File: config.mk
export PLATFORM = sky130hd
export DESIGN_NAME = write_stage
export DESIGN_NICKNAME = d
export VERILOG_FILES = /design/src/rtl/wb_pkg.sv /design/src/rtl/wb_src_mux.sv /design/src/rtl/write_stage.sv
export SDC_FILE = /design/constraint.sdc
export NUM_CORES = 1
export LEC_CHECK = 0
export BUFFER_PORTS_ARGS = -buffer_cell sky130_fd_sc_hd__clkbuf_2
export CORE_MARGIN = 8
export CORE_UTILIZATION = 38
export CTS_CLUSTER_SIZE = 10
export DETAILED_ROUTE_END_ITERATION = 10
export GPL_TIMING_DRIVEN = 0
export HOLD_SLACK_MARGIN = 0.15
export PLACE_DENSITY = 0.84
export SLEW_MARGIN = 25
export SYNTH_ARGS = -nofsm -noshare
export SYNTH_HDL_FRONTEND = slang
export SYNTH_SLANG_ARGS = --single-unit
File: constraint.sdc
create_clock -name clk -period 1.2 [get_ports clk]
set_clock_uncertainty 0.15 [all_clocks]
set_input_delay 0.12 -clock clk [delete_from_list [all_inputs] [get_ports clk]]
set_output_delay 0.12 -clock clk [all_outputs]
set_load 0.005 [all_outputs]
File: src/rtl/wb_pkg.sv
// Shared write-back definitions: source encodings,
// datapath widths and the register-file port bundle.
package wb_pkg;

  localparam int DATA_W = 16;
  localparam int REG_AW = 3;

  typedef enum logic [1:0] {
    WB_SRC_MEM = 2'd0,
    WB_SRC_ALU = 2'd1,
    WB_SRC_PC2 = 2'd2,
    WB_SRC_RSV = 2'd3
  } wbSrc_e;

  typedef struct packed {
    logic              we;
    logic [REG_AW-1:0] addr;
    logic [DATA_W-1:0] data;
  } wbPort_t;

  localparam wbPort_t WB_PORT_IDLE = '{
    we:   1'b0,
    addr: '0,
    data: '0
  };

endpackage

File: src/rtl/wb_src_mux.sv
// Write-back source selector: load data, ALU
// result or link value; reserved code yields zero.
module wb_src_mux
  import wb_pkg::*;
#(
  parameter int W = DATA_W
) (
  input  logic [1:0]   sel,
  input  logic [W-1:0] memData,
  input  logic [W-1:0] aluData,
  input  logic [W-1:0] pcData,
  output logic [W-1:0] selData
);

  // pick the write-back value for this cycle
  always_comb begin
    selData = '0;
    unique case (1'b1)
      (sel == WB_SRC_MEM): selData = memData;
      (sel == WB_SRC_ALU): selData = aluData;
      (sel == WB_SRC_PC2): selData = pcData;
      (sel == WB_SRC_RSV): selData = '0;
      default:             selData = '0;
    endcase
  end

endmodule

File: src/rtl/write_stage.sv
// Write-back stage: selects the result source and
// registers the register-file write port.
module write_stage
  import wb_pkg::*;
#(
  parameter int DW = DATA_W,
  parameter int AW = REG_AW
) (
  input  logic          clk,
  input  logic          reset,
  input  logic          RegWrite,
  input  logic [1:0]    RegStore,
  input  logic [DW-1:0] IPCP2,
  input  logic [DW-1:0] ALUResult,
  input  logic [DW-1:0] StoreMem,
  input  logic [AW-1:0] rdWB,
  output logic [DW-1:0] loadData,
  output logic [AW-1:0] loadAddr,
  output logic          regWriteOut
);

  logic [DW-1:0] selData;
  logic [DW-1:0] dataQ;
  logic [AW-1:0] addrQ;
  logic          weQ;

  wb_src_mux #(
    .W(DW)
  ) uMux (
    .sel    (RegStore),
    .memData(StoreMem),
    .aluData(ALUResult),
    .pcData (IPCP2),
    .selData(selData)
  );

  // capture the write port; low reset drops it
  always_ff @(posedge clk) begin
    if (!reset) begin
      dataQ <= '0;
      addrQ <= '0;
      weQ   <= 1'b0;
    end else begin
      dataQ <= selData;
      addrQ <= rdWB;
      weQ   <= RegWrite;
    end
  end

  assign loadData    = dataQ;
  assign loadAddr    = addrQ;
  assign regWriteOut = weQ;

endmodule

==> impl_results.md, run 1 <==
- Outcome: completed
- Initial core utilization: 39.5%
- Net count, final: 285
- Site row count: 18
- Max VDD drop: 0.638 mV
- Syn_nets: 153
- Post-synth top area share: 41.7%
- Largest net degree at the start of global routing: 13
- Initial antenna violation count: 0
- CP Cell Sequence: dlygate4sd3_1 -> clkbuf_2 -> mux2i_1 -> o21ai_1 -> and2_1
- Fin crit share: 99.8%
- RSZ-0062 raised after global routing: no
- CP Launch Point: ALUResult[2]
- Die H: 66.3 µm
- Share of the yosys chip area belonging to registers: 41.7%
- Reg area: 400 µm²
- DRC viols: 0
- CP Max Fanout: 1
- Port Buffers: 73
- Register bit total from synthesis: 20
- Worst Path Required: 1.25 ns
- Clk root buf: clkbuf_4
- Die Span X: 66.3 µm
- Layout cell share with drive strength beyond 1: 36.8%
- Core area: 0.00243 mm²
- WS Path Type: in2reg
- Fill cells: 127
- Routed Wire Length: 4980 µm
- Distinct cell type count after synthesis: 11
- CTS tree: yes
- CTS sink count: 20
- CP top delay family: buffers and inverters
- DPL Wire Length: 2570 µm
- YS warnings: 0
- Hold/Removal Path Class: in2reg
- Worst hold slack: 0.0858 ns
- Clock transition at path regs: 0.12 ns
- PwrDens: 895 mW/mm²
- CTS buffer count: 3
- Gate Count Post-Synth: 97
- Leak Pwr: 0.968 nW
- Routed len/inst: 19.3 µm
- Max cap viols: 0
- Maximum clock frequency: 835 MHz
- Crit end category: flop
- Vias in the first global route: 1406
- GRT Total Usage: 22.4%
- Hold Crit Start: RegStore[0]
- CP Launch Type: input port
- CP max-delay cell: dlygate4sd3_1
- Final setup viols: 0
- Hold-fix buffers, CTS: 55
- Max Slew Vio Count: 0
- Layout area overhead: 104%
- 1st-iter DRT viols: 145
- Post-synth top area cell: dfxtp_1
- Critical path arrival: 1.24 ns
- Synthesized cell area: 961 µm²
- Tmin final: 1.20 ns
- Remaining Overflow, GRT: 0
- CP Buf/Inv Count: 2
- DR pass1 iterations: 6
- Total chip power: 1.75 mW
- Setup TNS: 0 ns
- Maximum clock path buffer count: 2
- Vias/cell: 5.02
- ANT cells: 0
- H-tree depth: 1
- Finished Core Util: 80.5%
- Avg Inst Size Synth: 9.91 µm²
- Multi-input gate area in the final layout: 485 µm²
- Final ANT Viol Nets: 0
- I/O pin count: 76
- Slew @ Worst Pin: 0.347 ns
- Die footprint: 0.00439 mm²
- Final hold viol count: 0
- Setup Buffers After CTS: 0
- Largest cells by area after synthesis: dfxtp_1 42%, mux2i_1 17%, and2_1 13%, nand3b_1 13%, o21ai_1 8.3%
- Crit-path max cell delay: 0.54 ns
- Max_slew headroom: 76.9%
- Wire length of the first global-routing pass: 7590 µm
- RD Place Congestion: 0.813
- Via count: 1295
==> cells by family after synthesis <==
family | synth area share [%]
and+or+nand+nor | 25.5
muxes | 16.7
buffers and inverters | 7.81
DFF | 41.7
AOI/OAI and AO/OA | 8.33
==> timing repair <==
action,CTS,global route
gates resized for setup,0,0
endpoints found under the hold margin,20,2
setup endpoints to repair,0,2
==> sequential cells by signal, summed over array words and instances (netlist names) <==
signal,flops
loadData,16
regWriteOut,1
loadAddr,3
==> report_power, final <==
part,switching [mW],internal (mW)
Combinational,0.187,0.291
Sequential,0.0153,0.705
Clock,0.216,0.337
==> area by class of cell <==
cell class | count | share of cell area (%)
clock inverters | 1 | 1.53
plain buffers | 9 | 3.84
multi-input cells | 68 | 24.8
well taps | 30 | 1.92
repair buffers | 127 | 46.3
flip-flops and latches | 20 | 20.5
clock buffers | 3 | 1.15
==> placed cells by master (no fill, tap or decap) <==
cell type	netlist	final
clkbuf_2	0	73
dlygate4sd3_1	0	54
and2_1	20	20
dfxtp_1	20	20
mux2i_1	16	16
nand3b_1	16	16
o21ai_1	16	16
clkbuf_4	1	4
clkbuf_1	2	2
buf_6	2	2
buf_2	2	2
buf_4	1	1
buf_12	1	1
bufinv_16	0	1
==> final timing paths <==
check | end | slack (ns) | cells after the start
min | loadData[12] | 0.09 | 4
max | loadData[2] | 0.003 | 5
==> synthesized netlist by cell type <==
| cell | number |
|---|---|
| buf_2 | 2 |
| mux2i_1 | 16 |
| dfxtp_1 | 20 |
| buf_6 | 2 |
| buf_4 | 1 |
| and2_1 | 20 |
| nand3b_1 | 16 |
| clkbuf_4 | 1 |
| clkbuf_1 | 2 |
| buf_12 | 1 |
| o21ai_1 | 16 |
==> stage by stage <==
step	worst slack [ns]	instance area (µm²)	instances
floorplan	0.218	961	97
global placement	0.131	1360	200
detailed placement	0.121	1360	200
CTS	0.0184	1970	259
global route	0.00509	1960	258
finish	0.00288	1960	258
==> routing by layer <==
layer | track usage [%] | vias to the layer above | share of wire (%)
met1 | 24.3 | 591 | 39
met3 | 6.44 | 14 | 10
met2 | 38.7 | 96 | 48
met4 | 10.9 | 0 | 3.5
met5 | 0 | - | 0
li1 | - | 594 | -
(Power assumes the default switching activity.)
==> run 2, diff against run 1 <==
--- a/config.mk
+++ b/config.mk
@@ -6,6 +6,7 @@
 export NUM_CORES = 1
 export LEC_CHECK = 0
 export BUFFER_PORTS_ARGS = -buffer_cell sky130_fd_sc_hd__clkbuf_2
+export CORE_ASPECT_RATIO = 1.5
 export CORE_MARGIN = 8
 export CORE_UTILIZATION = 38
 export CTS_CLUSTER_SIZE = 10
==> impl_results.md, run 2 (synthesis gave the netlist of run 1 again) <==
- Layout cell share with drive strength beyond 1: 36.8%
- I/O pin count: 76
- Max_slew headroom: 79.4%
- Maximum clock frequency: 870 MHz
- Final ANT Viol Nets: 0
- Wire length of the first global-routing pass: 6710 µm
- CTS sink count: 20
- Port Buffers: 73
- Vias/cell: 4.84
- Routed Wire Length: 4260 µm
- Outcome: completed
- Remaining Overflow, GRT: 0
- Critical path arrival: 1.19 ns
- Setup TNS: 0 ns
- CTS buffer count: 3
- Most frequent cells in the layout: 73 x clkbuf_2, 54 x dlygate4sd3_1, 20 x and2_1, 20 x dfxtp_1
- Maximum clock path buffer count: 2
- Final setup viols: 0
- Layout area overhead: 101%
- Metal-1 WL: 1380 µm
- DRC viols: 0
- Leak Pwr: 0.961 nW
- H-tree depth: 1
- Most common cell after layout, fill and taps aside: clkbuf_2
- Net count, final: 285
- CTS tree: yes
- Max VDD drop: 0.586 mV
- DPL Wire Length: 2500 µm
- RD Place Congestion: 0.776
- Routed wl met3: 263 µm
- CP Max Fanout: 1
- Hold/Removal Path Class: in2reg
- 1st-iter DRT viols: 29
- Die H: 77.6 µm
- Vias in the first global route: 1343
- Max cap viols: 0
- Post-route insts no fill: 252
- Fin crit share: 95.8%
- Initial antenna violation count: 0
- Clk root buf: clkbuf_4
- Via count: 1220
- RSZ-0062 raised after global routing: no
- Placed Cells: 194
- Clock transition at path regs: 0.11 ns
- Slew @ Worst Pin: 0.309 ns
- Crit end category: flop
- Core area: 0.00242 mm²
- Initial core utilization: 39.7%
- DR pass1 iterations: 4
- Worst setup path endpoint: loadData[15]
- Tmin final: 1.15 ns
- Reg area: 400 µm²
- CP Launch Point: ALUResult[15]
- Fill cells: 160
- Highest Signal Layer: met4
- Multi-input gate area in the final layout: 485 µm²
- Hold Crit Start: RegStore[0]
- Final hold viol count: 0
- WS Path Type: in2reg
- Site row count: 22
- Routed len/inst: 16.9 µm
- ANT cells: 0
- Die Span X: 57.1 µm
- Largest net degree at the start of global routing: 12
- PwrDens: 800 mW/mm²
- Die footprint: 0.00443 mm²
- CP Launch Type: input port
- GRT Total Usage: 18.5%
- Worst Path Required: 1.24 ns
- Max Slew Vio Count: 0
- Met2 WL: 2490 µm
- Largest register FFs: 16
run 2: cell count changes in the layout (fill, tap and decap cells not counted):
cell	before	now
bufinv_16	1	0
clkbuf_8	0	1
run 2: worst min path at each step:
stage,end,slack [ns],cells past startpoint
2_1_floorplan,loadAddr[0],0.1,1
3_3_place_gp,regWriteOut,0.18,2
3_5_place_dp,regWriteOut,0.19,2
4_1_cts,loadData[12],0.11,4
5_1_grt,loadData[12],0.16,4
6_report,loadData[12],0.12,4
run 2: timing repair:
item,4_1_cts,5_1_grt
hold buffers,54,0
gates resized for setup,0,0
hold endpoints to repair,20,0
setup buffers,0,0
setup endpoints to repair,0,0
run 2: power by group:
group | internal [mW] | total [mW] | switching (mW)
Combinational | 0.291 | 0.463 | 0.172
Sequential | 0.704 | 0.714 | 0.0103
Clock | 0.185 | 0.370 | 0.186
run 2: worst max-delay path, cell delays in order:
cell and delay, ns:
dlygate4sd3_1 0.54, clkbuf_2 0.11, mux2i_1 0.18, o21ai_1 0.09, and2_1 0.15
run 2: area by class of cell:
| cell class | count | share of cell area [%] |
|---|---|---|
| Buffer | 9 | 3.88 |
| Clock buffer | 4 | 1.88 |
| Multi-Input combinational cell | 68 | 25.1 |
| Sequential cell | 20 | 20.7 |
| Tap cell | 24 | 1.55 |
| Timing Repair Buffer | 127 | 46.9 |
run 2: metrics by stage:
| stage | cell area, µm² | total power, mW | hold WS (ns) | worst slack, ns | utilization, % |
|---|---|---|---|---|---|
| floorplan | 961 | 0.879 | 0.0973 | 0.218 | - |
| global placement | 1360 | 1.02 | 0.180 | 0.153 | 56.0 |
| detailed placement | 1360 | 1.03 | 0.190 | 0.123 | 56.0 |
| CTS | 1930 | 1.53 | 0.113 | 0.108 | 79.8 |
| global route | 1930 | 1.61 | 0.165 | 0.0182 | 79.8 |
| finish | 1930 | 1.55 | 0.118 | 0.0505 | 79.8 |
run 2: routing by layer:
layer  vias to the layer above  global-route usage (%)
met1                       569                    17.0
met4                         0                    7.78
li1                        594                       -
met3                        10                    4.56
met2                        47                    36.2
met5                         -                       0
